## config.mk

```make
export PLATFORM = sky130hd
export DESIGN_NAME = video_window_reader_flat
export DESIGN_NICKNAME = d
export VERILOG_FILES = /design/src/rtl/video_window_reader_if.sv /design/src/rtl/video_window_reader.sv /design/src/flat_wrapper.sv
export SDC_FILE = /design/constraint.sdc
export NUM_CORES = 1
export LEC_CHECK = 0
export ABC_AREA = 1
export BUFFER_PORTS_ARGS = -buffer_cell sky130_fd_sc_hd__buf_4
export CORE_ASPECT_RATIO = 0.75
export CORE_MARGIN = 1
export CORE_UTILIZATION = 55
export CTS_CLUSTER_SIZE = 25
export DETAILED_ROUTE_END_ITERATION = 10
export GPL_ROUTABILITY_DRIVEN = 0
export GPL_TIMING_DRIVEN = 1
export PLACE_DENSITY = 0.87
export SYNTH_ARGS = -nofsm -noshare
export SYNTH_HDL_FRONTEND = slang
export SYNTH_SLANG_ARGS = --single-unit
```

## constraint.sdc

```tcl
create_clock -name i_clk_74M -period 4.1 [get_ports i_clk_74M]
set_input_delay 0.615 -clock i_clk_74M [delete_from_list [all_inputs] [get_ports i_clk_74M]]
set_output_delay 0.615 -clock i_clk_74M [all_outputs]
set_load 0.02 [all_outputs]
```

## src/rtl/video_window_reader_if.sv

```systemverilog
// Read-port bundle of video_window_reader: raster position, window setup,
// RAM read strobe/address/data and the aligned output pixel.
interface video_window_reader_if #(
  parameter int unsigned ADDR_W = 18
);
  logic [11:0]       hcnt;
  logic [11:0]       vcnt;
  logic [11:0]       xstart;
  logic [11:0]       ystart;
  logic [1:0]        scale;
  logic              rd_en;
  logic [ADDR_W-1:0] rd_addr;
  logic [23:0]       rd_data;
  logic [7:0]        r;
  logic [7:0]        g;
  logic [7:0]        b;
  logic              active;
  logic              frame_start;

  modport master (
    input  hcnt, vcnt, xstart, ystart, scale, rd_data,
    output rd_en, rd_addr, r, g, b, active, frame_start
  );

  modport slave (
    output hcnt, vcnt, xstart, ystart, scale, rd_data,
    input  rd_en, rd_addr, r, g, b, active, frame_start
  );
endinterface

```

## src/rtl/video_window_reader.sv

```systemverilog
// Frame-buffer window reader: WIN_W x WIN_H window placed in the raster, read
// addresses from hcnt/vcnt, pixel realignment for RAM_LAT. REPLICATE_EN enables 1x/2x/4x.
module video_window_reader #(
  parameter int unsigned ADDR_W  = 18,
  parameter int unsigned WIN_W   = 320,
  parameter int unsigned WIN_H   = 240,
  parameter int unsigned HTOTAL  = 1650,
  parameter int unsigned VTOTAL  = 750,
  parameter int unsigned RAM_LAT = 1,
  parameter logic [23:0] BORDER  = 24'hFFFFFF
) (
  input logic            i_clk_74M,
  input logic            i_rst,
  video_window_reader_if.master bus
);

  if (RAM_LAT < 1 || RAM_LAT > 4) begin : g_bad_lat
    $error("RAM_LAT must be 1..4");
  end
  if (64'(WIN_W) * 64'(WIN_H) > (64'd1 << ADDR_W)) begin : g_bad_addr
    $error("WIN_W*WIN_H-1 does not fit ADDR_W");
  end

  localparam logic [11:0]       H_LAST   = 12'(HTOTAL - 1);
  localparam logic [11:0]       V_LAST   = 12'(VTOTAL - 1);
  localparam logic [ADDR_W-1:0] W_STEP   = ADDR_W'(WIN_W);
  localparam logic [ADDR_W-1:0] COL_LAST = ADDR_W'(WIN_W - 1);
  localparam int unsigned       LN_W     = $clog2(WIN_H * 4 + 1);

  typedef enum logic [1:0] {V_IDLE, V_ACTIVE, V_DONE} vstate_t;

  vstate_t           state_q, state_d;
  logic [11:0]       xstart_q, ystart_q;
  logic [ADDR_W-1:0] line_base_q, col_q, rd_addr_q;
  logic [LN_W-1:0]   lines_q, lines_last;
  logic              spanning_q, rd_en_q, frame_start_q;
  logic [RAM_LAT:0]  dly_q;
  logic [23:0]       pix_q;
  logic              frame_edge, line_end, enter, line_ok, span_now, span_last;
  logic              h_step, v_step;

`ifdef REPLICATE_EN
  logic [1:0] scale_q, rep_max, hrep_q, vrep_q;

  always_comb begin
    rep_max    = 2'd0;
    lines_last = LN_W'(WIN_H - 1);
    case (scale_q)
      2'd1: begin rep_max = 2'd1; lines_last = LN_W'(2 * WIN_H - 1); end
      2'd2: begin rep_max = 2'd3; lines_last = LN_W'(4 * WIN_H - 1); end
      default: ;
    endcase
    h_step = (hrep_q == rep_max);
    v_step = (vrep_q == rep_max);
  end
`else
  always_comb begin
    lines_last = LN_W'(WIN_H - 1);
    h_step     = 1'b1;
    v_step     = 1'b1;
  end
`endif

  always_comb begin
    frame_edge = (bus.hcnt == H_LAST) && (bus.vcnt == V_LAST);
    line_end   = (bus.hcnt == H_LAST);
    enter      = (state_q == V_IDLE) && (bus.hcnt == 12'd0) && (bus.vcnt == ystart_q);
    // The entry cycle must already count as active so a span at column 0 opens on time
    line_ok    = (state_q == V_ACTIVE) || enter;
    span_now   = line_ok && (spanning_q || (bus.hcnt == xstart_q));
    span_last  = ((col_q == COL_LAST) && h_step) || line_end;
  end

  always_comb begin
    state_d = state_q;
    case (state_q)
      V_IDLE:   if (enter) state_d = V_ACTIVE;
      V_ACTIVE: if (line_end && ((lines_q == lines_last) || (bus.vcnt == V_LAST))) state_d = V_DONE;
      V_DONE:   state_d = V_DONE;
      default:  state_d = V_IDLE;
    endcase
    if (frame_edge) state_d = V_IDLE;
  end

  always_ff @(posedge i_clk_74M) begin
    if (i_rst) begin
      state_q       <= V_IDLE;
      xstart_q      <= '0;
      ystart_q      <= '0;
      line_base_q   <= '0;
      col_q         <= '0;
      lines_q       <= '0;
      spanning_q    <= 1'b0;
      rd_en_q       <= 1'b0;
      rd_addr_q     <= '0;
      frame_start_q <= 1'b0;
      dly_q         <= '0;
      pix_q         <= BORDER;
`ifdef REPLICATE_EN
      scale_q       <= '0;
      hrep_q        <= '0;
      vrep_q        <= '0;
`endif
    end else begin
      state_q       <= state_d;
      rd_en_q       <= span_now;
      rd_addr_q     <= line_base_q + col_q;
      frame_start_q <= frame_edge;

      if (frame_edge || enter) lines_q <= '0;
      else if ((state_q == V_ACTIVE) && line_end) lines_q <= lines_q + LN_W'(1);

      // Boundary clearing overrides any span-end or column step in the same cycle
      if (frame_edge) begin
        xstart_q    <= bus.xstart;
        ystart_q    <= bus.ystart;
        line_base_q <= '0;
        col_q       <= '0;
        spanning_q  <= 1'b0;
`ifdef REPLICATE_EN
        scale_q     <= bus.scale;
        hrep_q      <= '0;
        vrep_q      <= '0;
`endif
      end else if (span_now) begin
        if (span_last) begin
          spanning_q <= 1'b0;
          col_q      <= '0;
          if (v_step) line_base_q <= line_base_q + W_STEP;
`ifdef REPLICATE_EN
          hrep_q     <= '0;
          vrep_q     <= v_step ? 2'd0 : vrep_q + 2'd1;
`endif
        end else begin
          spanning_q <= 1'b1;
          if (h_step) col_q <= col_q + ADDR_W'(1);
`ifdef REPLICATE_EN
          hrep_q     <= h_step ? 2'd0 : hrep_q + 2'd1;
`endif
        end
      end

      // dly_q[RAM_LAT-1] lines up with the returned RAM word; dly_q[RAM_LAT] with pix_q
      dly_q <= {dly_q[RAM_LAT-1:0], rd_en_q};
      pix_q <= dly_q[RAM_LAT-1] ? bus.rd_data : BORDER;
    end
  end

  assign bus.rd_en       = rd_en_q;
  assign bus.rd_addr     = rd_addr_q;
  assign bus.frame_start = frame_start_q;
  assign bus.active      = dly_q[RAM_LAT];
  assign bus.r           = pix_q[23:16];
  assign bus.g           = pix_q[15:8];
  assign bus.b           = pix_q[7:0];

endmodule

```

## src/flat_wrapper.sv

```systemverilog
// flat-port wrapper written by rule: the top's interface ports become plain ports
module video_window_reader_flat 
#(
  parameter int unsigned ADDR_W  = 18,
  parameter int unsigned WIN_W   = 320,
  parameter int unsigned WIN_H   = 240,
  parameter int unsigned HTOTAL  = 1650,
  parameter int unsigned VTOTAL  = 750,
  parameter int unsigned RAM_LAT = 1,
  parameter logic [23:0] BORDER  = 24'hFFFFFF
)
  (i_clk_74M, i_rst, bus_hcnt, bus_vcnt, bus_xstart, bus_ystart, bus_scale, bus_rd_data, bus_rd_en, bus_rd_addr, bus_r, bus_g, bus_b, bus_active, bus_frame_start);
  video_window_reader_if #(.ADDR_W(ADDR_W)) bus_i ();
  input logic i_clk_74M;
  input logic i_rst;
  input wire logic [$bits(bus_i.hcnt)-1:0] bus_hcnt;
  input wire logic [$bits(bus_i.vcnt)-1:0] bus_vcnt;
  input wire logic [$bits(bus_i.xstart)-1:0] bus_xstart;
  input wire logic [$bits(bus_i.ystart)-1:0] bus_ystart;
  input wire logic [$bits(bus_i.scale)-1:0] bus_scale;
  input wire logic [$bits(bus_i.rd_data)-1:0] bus_rd_data;
  output wire logic [$bits(bus_i.rd_en)-1:0] bus_rd_en;
  output wire logic [$bits(bus_i.rd_addr)-1:0] bus_rd_addr;
  output wire logic [$bits(bus_i.r)-1:0] bus_r;
  output wire logic [$bits(bus_i.g)-1:0] bus_g;
  output wire logic [$bits(bus_i.b)-1:0] bus_b;
  output wire logic [$bits(bus_i.active)-1:0] bus_active;
  output wire logic [$bits(bus_i.frame_start)-1:0] bus_frame_start;
  assign bus_i.hcnt = bus_hcnt;
  assign bus_i.vcnt = bus_vcnt;
  assign bus_i.xstart = bus_xstart;
  assign bus_i.ystart = bus_ystart;
  assign bus_i.scale = bus_scale;
  assign bus_i.rd_data = bus_rd_data;
  assign bus_rd_en = bus_i.rd_en;
  assign bus_rd_addr = bus_i.rd_addr;
  assign bus_r = bus_i.r;
  assign bus_g = bus_i.g;
  assign bus_b = bus_i.b;
  assign bus_active = bus_i.active;
  assign bus_frame_start = bus_i.frame_start;
  video_window_reader #(.ADDR_W(ADDR_W), .WIN_W(WIN_W), .WIN_H(WIN_H), .HTOTAL(HTOTAL), .VTOTAL(VTOTAL), .RAM_LAT(RAM_LAT), .BORDER(BORDER)) u_core (.i_clk_74M(i_clk_74M), .i_rst(i_rst), .bus(bus_i));
endmodule
```

==> impl_metrics.json, run 1 <==
{
  "syn_avg_cell_area_sq_um": 6.96,
  "yosys.area_share.simple": 0.323,
  "synth_mux_area_frac": 0,
  "rsz0062_at_grt": "no",
  "totalNegativeSetupSlack_ps": 0,
  "dpl-instance-area_sq_um": 6580,
  "start_util": 0.575,
  "synthArstFlopShare": 0,
  "power.density_nw_per_um2": 380,
  "grt.overflow.total": 0,
  "clk_latency_ps": 410,
  "power_mw": 2.71,
  "clockBufferDepth": 2,
  "wl_um": 14300,
  "crit_type": "register to register",
  "timing.fmax_mhz": 424,
  "netlist_area_sq_um": 5640,
  "hold_viol": 0,
  "first_global_vias": 5049,
  "cp-start-kind": "register",
  "dp_hpwl_um": 9660,
  "layout_min_cycle_time_ps": 2360,
  "yosys_register_bits": 113,
  "synth_top_family_by_area": "simple AND/OR/NAND/NOR gates",
  "drc_errors": 0,
  "hold_class": "input pin to register",
  "synth_compound_area_frac": 0.104,
  "critPathCaptureType": "register",
  "worst_hold_slack_ps": 378,
  "core_region_area_sq_um": 9810,
  "ir_worst_vdd_mv": 0.296,
  "postRouteAntennaNets": 0,
  "syn2layout_area_growth_pct": 26.8,
  "finClkSkew_ps": 5.65,
  "antenna_found_initial": 0,
  "cts_resized": 0,
  "fin_crit_sh": 0.576,
  "wl_per_cell_um": 13.3,
  "drt-pass1-iter-count": 5,
  "post-place-ws_ps": 1560,
  "slew_headroom": 0.508,
  "port_buffers": 118,
  "cts_buffers": 17,
  "synth_edf_count": 0,
  "vias_per_cell": 5.18,
  "synth_top_area_frac": 0.401,
  "syn_nets": 903,
  "setup_viol": 0,
  "synthTopCellsByArea": "dfxtp_1 40%, nand2_1 16%, inv_1 7.1%",
  "vias": 5550,
  "cts_sinks": 113,
  "clockRootBuffer": "clkbuf_16",
  "grt_pass1_wl_um": 23800,
  "p_leak_nw": 3.10,
  "fin_ws_ps": 1740,
  "fin_nets": 1021,
  "die_height_um": 89.7,
  "num_io_pins": 121,
  "grt_usage": 0.284,
  "grt_max_degree": 44,
  "drt_iter0_markers": 477,
  "cts_tree": "built",
  "status": "finished, final reports clean",
  "ys.flop_type": "dfxtp_1",
  "syn_inst": 810,
  "cts_setup_buffers": 0,
  "synth_xor_area_frac": 0.0357,
  "ys_seq_area_frac": 0.401,
  "critical_path_required_ps": 4410,
  "die_area_sq_um": 10700,
  "antenna_cells": 0,
  "clk_pin_slew_ps": 50,
  "drv_cap": 0,
  "worst_pin_slew_ps": 737,
  "drive_gt1_frac": 0.187,
  "dieWidth_um": 119,
  "fin_area_sq_um": 7150,
  "crit_fanout": 22,
  "synthAdderAreaFrac": 0.0391,
  "maxSlewViolCount": 0,
  "synth.distinct_cells": 40,
  "rows": 31,
  "postCtsHoldBufs": 0,
  "synth_top_cell_by_area": "dfxtp_1",
  "nFillCells": 783,
  "htree_levels": 4,
  "worstPathArrival_ps": 2670,
  "yosys_warnings": 0
}
-- power by group --
part / total (mW) / switching (mW) / leakage (nW) / internal (mW)
combinational: 0.189 / 0.105 / 1.91 / 0.0835
clock: 1.41 / 0.499 / 0.275 / 0.916
sequential: 1.11 / 0.00380 / 0.911 / 1.11
-- per-layer routing --
metal,wire length [um],global-route usage,part of all wire
met5,0,0,0
met4,289,0.123,0.020
met2,6470,0.484,0.45
met1,6340,0.359,0.44
met3,1180,0.0543,0.083
-- flip-flops by register name (all words and copies together) (netlist names), 2 cells and up --
signal and cells:
u_core.state_q 2, u_core.line_base_q 12, u_core.dly_q 2, u_core.ystart_q 12
u_core.xstart_q 12, u_core.col_q 18, u_core.lines_q 10, u_core.bus.rd_addr 18
u_core.pix_q 24
-- critical path, cell delays in order, from the launching register on --
cell and delay (ps):
dfxtp_1 450, ha_1 240, nand2_2 90, nor2_4 150, inv_2 60, nor2_4 140, nand3b_2 130, nand2_2 400
inv_2 140, nor2_1 120, nand3_1 110, nor2_1 150, nor2_1 60
-- cell families (layout without fill, tap and decap cells) --
logic type,count (synthesis),count (layout)
flops,113,113
buf+inv,132,262
fa+ha+maj,17,17
compound gates,108,108
simple gates,417,417
xor+xnor,23,23
-- cell usage after synthesis, drive strengths merged (2+ instances only) --
| cell | number |
|---|---|
| xor2 | 13 |
| nand3 | 30 |
| nor2 | 102 |
| o21ai | 35 |
| ha | 16 |
| and2 | 2 |
| xnor2 | 10 |
| or2 | 2 |
| nand4 | 21 |
| buf | 15 |
| nand2 | 243 |
| clkbuf | 5 |
| dfxtp | 113 |
| inv | 111 |
| a22o | 7 |
| o21a | 2 |
| nor3 | 11 |
| nand3b | 4 |
| a21oi | 59 |
-- through the flow --
stage,util,cells
global route,0.728,1072
detailed placement,0.670,1041
floorplan,-,810
finish,0.728,1072
CTS,0.728,1072
global placement,0.670,1041
-- layout make-up --
type | count | area [sq um] | share of cell area
multi-input cells | 565 | 2830 | 0.396
flip-flops and latches | 113 | 2260 | 0.317
repair buffers | 119 | 893 | 0.125
clock buffers | 21 | 460 | 0.0644
inverters | 112 | 425 | 0.0595
well taps | 132 | 165 | 0.0231
clock inverters | 10 | 111 | 0.0156
-- cells in the final DEF, fill, tap and decap left out, types with 5 or more instances in the layout --
master / Yosys / final
inv_1: 106 / 106
inv_2: 5 / 5
clkbuf_16: 0 / 17
dfxtp_1: 113 / 113
nand3_1: 27 / 27
nor2_1: 96 / 96
xnor2_1: 10 / 10
xor2_1: 13 / 13
o21ai_0: 33 / 33
nor3_1: 8 / 8
nand2_2: 6 / 6
nand4_1: 21 / 21
a21oi_1: 59 / 59
nand2_1: 235 / 235
ha_1: 16 / 16
nor2_4: 6 / 6
a22o_1: 7 / 7
buf_4: 6 / 119
-- final timing paths --
path / slack [ps] / startpoint / end / cells after the start
max: 1740 / u_core.col_q[0] / u_core.line_base_q[13] / 12
min: 380 / bus_rd_data[5] / u_core.pix_q[5] / 3
max reg2reg: 1740 / u_core.col_q[0] / u_core.line_base_q[13] / 12
min reg2reg: 440 / u_core.bus.rd_en / u_core.dly_q[0] / 2
Power figures use the tool's default switching activity.
==> run 2: changes to the inputs <==
--- a/config.mk
+++ b/config.mk
@@ -5,16 +5,16 @@
 export SDC_FILE = /design/constraint.sdc
 export NUM_CORES = 1
 export LEC_CHECK = 0
-export ABC_AREA = 1
+export ABC_AREA = 0
 export BUFFER_PORTS_ARGS = -buffer_cell sky130_fd_sc_hd__buf_4
 export CORE_ASPECT_RATIO = 0.75
 export CORE_MARGIN = 1
-export CORE_UTILIZATION = 55
+export CORE_UTILIZATION = 48
 export CTS_CLUSTER_SIZE = 25
 export DETAILED_ROUTE_END_ITERATION = 10
 export GPL_ROUTABILITY_DRIVEN = 0
 export GPL_TIMING_DRIVEN = 1
-export PLACE_DENSITY = 0.87
+export PLACE_DENSITY = 0.83
 export SYNTH_ARGS = -nofsm -noshare
 export SYNTH_HDL_FRONTEND = slang
 export SYNTH_SLANG_ARGS = --single-unit
==> constraint.sdc (replaced) <==
create_clock -name i_clk_74M -period 2.1 [get_ports i_clk_74M]
set_input_delay 0.315 -clock i_clk_74M [delete_from_list [all_inputs] [get_ports i_clk_74M]]
set_output_delay 0.315 -clock i_clk_74M [all_outputs]
set_load 0.02 [all_outputs]
==> run 2 against run 1 <==
Net effect:
- the flow now finishes with violations (setup timing)
- clock power grew 99%
- cell area grew 2.9%
- worst setup slack lost 2400 ps
- non-clock buffer count grew 68
- register-to-register slack lost 2400 ps
- sequential power grew 94%
- via count shrank 12%
- synthesized cell count shrank 31%
- combinational power grew 16%
- critical endpoint is now u_core.line_base_q[12]
- largest power group unchanged
==> impl_metrics.json, run 2 <==
{
  "syn2layout_area_growth_pct": 48.0,
  "vias": 4869,
  "wl_per_cell_um": 16.6,
  "crit_fanout": 4,
  "vias_per_cell": 5.47,
  "regArea_sq_um": 2270,
  "yosys_register_bits": 113,
  "ir_worst_vdd_mv": 0.537,
  "reg2reg_depth": 11,
  "multiInputGateArea_sq_um": 2830,
  "synthTopCellsByArea": "dfxtp_1 46%, a21oi_1 5.4%, xnor2_1 5.1%",
  "drt_iter0_markers": 299,
  "rows": 31,
  "rsz0062_at_grt": "yes",
  "cp-start-kind": "register",
  "clockRootBuffer": "clkbuf_16",
  "syn_nets": 654,
  "r2r_start": "u_core.state_q[1]",
  "setup_viol": 44,
  "grt.overflow.total": 0,
  "yosysMostFrequentCell": "dfxtp_1",
  "cts_sinks": 113,
  "netlist_area_sq_um": 4970,
  "wl_um": 14800,
  "grt_pass1_wl_um": 23600,
  "ys.flop_type": "dfxtp_1",
  "slowest_stage": "or4_4",
  "maxSlewViolCount": 0,
  "timing.fmax_mhz": 365,
  "cp_common_cell": "buf_6",
  "syn_inst": 561,
  "worst_path_largest_cell_delay_ps": 450,
  "ys_seq_area_frac": 0.455,
  "dieWidth_um": 119,
  "die_area_sq_um": 10800,
  "drt-pass1-iter-count": 4,
  "antenna_found_initial": 0,
  "comb_power_share": 0.042,
  "p_int_mw": 4.05,
  "postCtsHoldBufs": 0,
  "cp_cell_sequence": "inv_2, ha_4, or4b_4, or4_4, buf_6, o41ai_4, buf_6, nand4_1, buf_4, o21ai_0, a21oi_2",
  "clk_latency_ps": 420,
  "synthAdderAreaFrac": 0.0443,
  "worst_pin_slew_ps": 833,
  "crit_type": "register to register",
  "grt_max_degree": 50,
  "r2r_slack_ps": -640,
  "critPathCaptureType": "register",
  "synth_edf_count": 0,
  "min_from": "bus_rd_data[16]",
  "worstPathArrival_ps": 3050,
  "die_height_um": 90.1,
  "port_buffers": 118,
  "grt_usage": 0.278,
  "post-place-ws_ps": -652,
  "drv_cap": 0,
  "top_register": "u_core.pix_q",
  "hold_viol": 0,
  "seq_power_share": 0.414,
  "rr_endpoint": "u_core.line_base_q[12]",
  "clk_pin_slew_ps": 50,
  "synth_top_area_frac": 0.455,
  "syn_avg_cell_area_sq_um": 8.85,
  "synth_mux_area_frac": 0.0103,
  "synth_compound_area_frac": 0.117,
  "num_io_pins": 121,
  "synth_top_family_by_area": "simple AND/OR/NAND/NOR gates",
  "start_util": 0.504,
  "postRouteAntennaNets": 0,
  "yosys.area_share.simple": 0.257,
  "htree_levels": 4,
  "p_sw_frac": 0.217,
  "synth.distinct_cells": 50,
  "power_mw": 5.18,
  "cts_tree": "built",
  "p_switching_mw": 1.13,
  "synthArstFlopShare": 0,
  "hold_class": "input pin to register",
  "min_path_cells": 2,
  "slew_headroom": 0.442,
  "p_leak_nw": 3.01,
  "final_cell_count_no_fill": 890,
  "dp_hpwl_um": 9540,
  "critical_path_required_ps": 2410,
  "drc_errors": 0,
  "first_global_vias": 4935,
  "synth_top_cell_by_area": "dfxtp_1",
  "final_common_cell": "buf_4",
  "core_region_area_sq_um": 9850,
  "fin_nets": 838,
  "nFillCells": 639,
  "status": "finished with violations",
  "drive_gt1_frac": 0.356,
  "most-common-layout-cells": "176 x buf_4, 108 x dfxtp_1, 64 x nand2_1, 52 x nor2_1, 44 x a21oi_1",
  "antenna_cells": 0,
  "cts_buffers": 17,
  "worst_hold_slack_ps": 80.5,
  "power.density_nw_per_um2": 704,
  "layout_min_cycle_time_ps": 2740,
  "dpl.cell_count": 847,
  "synth_commonest_cells": "113 x dfxtp_1, 65 x nand2_1, 54 x a21oi_1, 53 x nor2_1, 29 x xnor2_1",
  "violations": "setup timing",
  "hold_end": "u_core.pix_q[16]",
  "synth_xor_area_frac": 0.0917,
  "largest_reg_flops": 24,
  "fin_crit_sh": 1.31,
  "finClkSkew_ps": 9.69,
  "fin_ws_ps": -642,
  "clockBufferDepth": 2,
  "yosys_warnings": 0,
  "clkPwrFrac": 0.543
}
## run 2: kinds of logic after synthesis
logic type                 after synthesis
buffers and inverters                   31
AOI/OAI and AO/OA                       98
xor gates and xnor gates                52
adders and majority gates               17
and+or+nand+nor                        245
muxes                                    5
DFF                                    113
## run 2: worst max-delay path by stage
stage | from | endpoint | slack, ps | depth (start not counted)
after CTS | u_core.state_q[1] | u_core.line_base_q[12] | -550 | 10
final | u_core.state_q[1] | u_core.line_base_q[12] | -640 | 11
after global placement | bus_hcnt[1] | u_core.col_q[16] | -630 | 7
after global routing | u_core.state_q[1] | u_core.line_base_q[12] | -750 | 11
after floorplan | bus_hcnt[1] | u_core.col_q[16] | -410 | 6
after detailed placement | bus_hcnt[1] | u_core.col_q[16] | -650 | 7
## run 2: layout make-up
type | instances | area share
multi-input combinational | 417 | 0.385
sequential | 113 | 0.309
timing repair buffer | 187 | 0.200
clock buffer | 19 | 0.0602
tap | 132 | 0.0225
clock inverter | 13 | 0.0186
inverter | 9 | 0.00459
## run 2: through the flow
step | area, sq um | setup TNS (ps) | util
floorplan | 5060 | -14250 | -
global placement | 6470 | -23590 | 0.657
CTS | 7160 | -19670 | 0.726
detailed placement | 6470 | -26930 | 0.657
finish | 7350 | -22420 | 0.746
global route | 7350 | -26540 | 0.746
## run 2: routing by layer
layer / GRT usage / vias up / routed length (um) / share of wire
li1: - / 2304 / - / -
met3: 0.0673 / 52 / 1010 / 0.068
met2: 0.480 / 241 / 7200 / 0.49
met5: 0 / - / 0 / 0
met1: 0.320 / 2272 / 6090 / 0.41
met4: 0.135 / 0 / 476 / 0.032
## run 2: worst max-delay path: cells and delay by family (launching register included)
kind,cells,cell delay (ps)
simple gates,3,1050
buf+inv,4,590
compound gates,3,520
flops,1,320
fa+ha+maj,1,130
## run 2: timing repair
item                       CTS  global route
setup endpoints to repair   46            48
gates cloned                 0             0
pin swaps                   17            21
gates resized for setup     16            33
setup buffers                5             6
## run 2: power groups by stage
stage               Sequential, mW  Clock, mW  Combinational, mW
finish                        2.15       2.81              0.219
global route                  2.14       2.93              0.235
CTS                           2.15       2.82              0.214
detailed placement            2.19          0              0.211
global placement              2.19          0              0.207
floorplan                     2.19          0             0.0595
==> run 3: changes to the inputs <==
--- a/config.mk
+++ b/config.mk
@@ -7,7 +7,6 @@
 export LEC_CHECK = 0
 export ABC_AREA = 0
 export BUFFER_PORTS_ARGS = -buffer_cell sky130_fd_sc_hd__buf_4
-export CORE_ASPECT_RATIO = 0.75
 export CORE_MARGIN = 1
 export CORE_UTILIZATION = 48
 export CTS_CLUSTER_SIZE = 25
==> run 3 against run 2 <==
Net effect:
- the flow still finishes with violations (setup timing)
- non-clock buffer count rose by 38
- first-iteration DRC count up 32%
- hold slack got worse by 35 ps
- critical path type unchanged
==> impl_metrics.json, run 3 (synthesized netlist as in run 2, its figures left out) <==
{
  "status": "finished with violations",
  "violations": "setup timing",
  "drive_gt1_frac": 0.348,
  "timing.fmax_mhz": 364,
  "postRouteAntennaNets": 0,
  "hold_class": "input pin to register",
  "clockRootBuffer": "clkbuf_8",
  "wl_um": 15600,
  "p_leak_nw": 3.22,
  "cts_buffers": 17,
  "drc_errors": 0,
  "clkPwrFrac": 0.537,
  "core_region_area_sq_um": 9910,
  "fin_ws_ps": -644,
  "drt_iter0_markers": 396,
  "drv_cap": 0,
  "crit_type": "register to register",
  "first_global_vias": 5050,
  "cp_common_cell": "buf_6",
  "num_io_pins": 121,
  "wl_per_cell_um": 16.9,
  "layout_min_cycle_time_ps": 2740,
  "cp-start-kind": "register",
  "clk_latency_ps": 520,
  "worst_path_largest_cell_delay_ps": 450,
  "crit_fanout": 5,
  "largest_reg_flops": 24,
  "wl_met3_um": 1140,
  "hold_viol": 0,
  "critPathCaptureType": "register",
  "htree_levels": 4,
  "antenna_cells": 0,
  "grt.overflow.total": 0,
  "critical_path_required_ps": 2560,
  "grt_max_degree": 50,
  "finClkSkew_ps": 6.40,
  "grt_pass1_wl_um": 23200,
  "wl_met1_um": 6230,
  "power_mw": 5.20,
  "clockBufferDepth": 2,
  "vias_per_cell": 5.56,
  "slew_headroom": 0.425,
  "dp_hpwl_um": 8970,
  "setup_viol": 44,
  "most-common-layout-cells": "188 x buf_4, 108 x dfxtp_1, 64 x nand2_1, 52 x a21oi_1, 51 x nor2_1",
  "port_buffers": 118,
  "worstPathArrival_ps": 3200,
  "top_layer": "met4",
  "seq_power_share": 0.412,
  "r2r_start": "u_core.state_q[1]",
  "fin_nets": 876,
  "cts_tree": "built",
  "rsz0062_at_grt": "yes",
  "drt-pass1-iter-count": 6,
  "cp_cell_sequence": "inv_2, ha_4, or4b_4, or4_4, buf_6, o41ai_4, buf_6, nand4_1, or3_4, a21oi_2",
  "grt_usage": 0.270,
  "final_common_cell": "buf_4",
  "start_util": 0.501,
  "antenna_found_initial": 0,
  "critPathLaunch": "u_core.state_q[1]",
  "wl_met2_um": 7610,
  "top_register": "u_core.pix_q",
  "worst_pin_slew_ps": 858,
  "totalNegativeSetupSlack_ps": -20170,
  "die_area_sq_um": 10800,
  "min_from": "bus_ystart[2]",
  "p_sw_frac": 0.203,
  "vias": 5146,
  "ir_worst_vdd_mv": 0.533,
  "power.density_nw_per_um2": 677,
  "p_int_mw": 4.15,
  "p_switching_mw": 1.05,
  "clk_pin_slew_ps": 60,
  "rows": 36,
  "final_core_util": 0.775,
  "syn2layout_area_growth_pct": 54.7,
  "comb_power_share": 0.051,
  "dieWidth_um": 104,
  "fin_crit_sh": 1.31,
  "slowest_stage": "or4_4",
  "die_height_um": 104,
  "maxSlewViolCount": 0,
  "cts_sinks": 113
}
run 3: routing by layer:
metal | up-vias | global-route usage
met5 | - | 0
met2 | 297 | 0.479
met1 | 2404 | 0.300
met3 | 70 | 0.0699
li1 | 2375 | -
met4 | 0 | 0.131
run 3: worst paths after layout:
check,endpoint,slack (ps),cells past startpoint
worst max-delay path,u_core.line_base_q[14],-640,10
worst min-delay path,u_core.ystart_q[2],50,3
worst max register to register,u_core.line_base_q[14],-640,10
worst min register to register,u_core.xstart_q[8],470,2
run 3: power by group through the flow:
stage                     sequential [mW]  clock, mW  combinational, mW
final                                2.15       2.80              0.263
after global routing                 2.14       2.92              0.277
after CTS                            2.15       2.79              0.250
after detailed placement             2.19          0              0.212
after global placement               2.19          0              0.207
after floorplan                      2.19          0             0.0595
run 3: per-stage QoR:
step                      worst slack, ps  instances  hold slack (ps)  instance area (sq um)
after CTS                            -564        919             36.7                   7460
after detailed placement             -708        861              459                   6540
after floorplan                      -407        561              416                   5060
after global routing                 -696        926             42.2                   7680
final                                -644        926             45.1                   7680
after global placement               -675        861              450                   6540
run 3: area by class of cell:
class,count,area (sq um)
clock inverters,7,110
repair buffers,225,1810
clock buffers,22,453
well taps,133,166
multi-input cells,417,2840
flip-flops and latches,113,2270
inverters,9,33.8
fillers,593,2230
run 3: repair_timing:
item,CTS,global route
hold buffers,24,0
endpoints found under the hold margin,24,0
pin swaps,20,14
gates resized for setup,18,38
setup endpoints to repair,48,48
setup buffers,5,7
run 3: critical path: cells and delay by family (launching register included):
kind | cells | cell delay, ps
AO/OA/AOI/OAI | 2 | 360
buffers and inverters | 3 | 410
flip-flops | 1 | 330
adder cells (fa/ha/maj) | 1 | 140
AND/OR/NAND/NOR | 4 | 1430
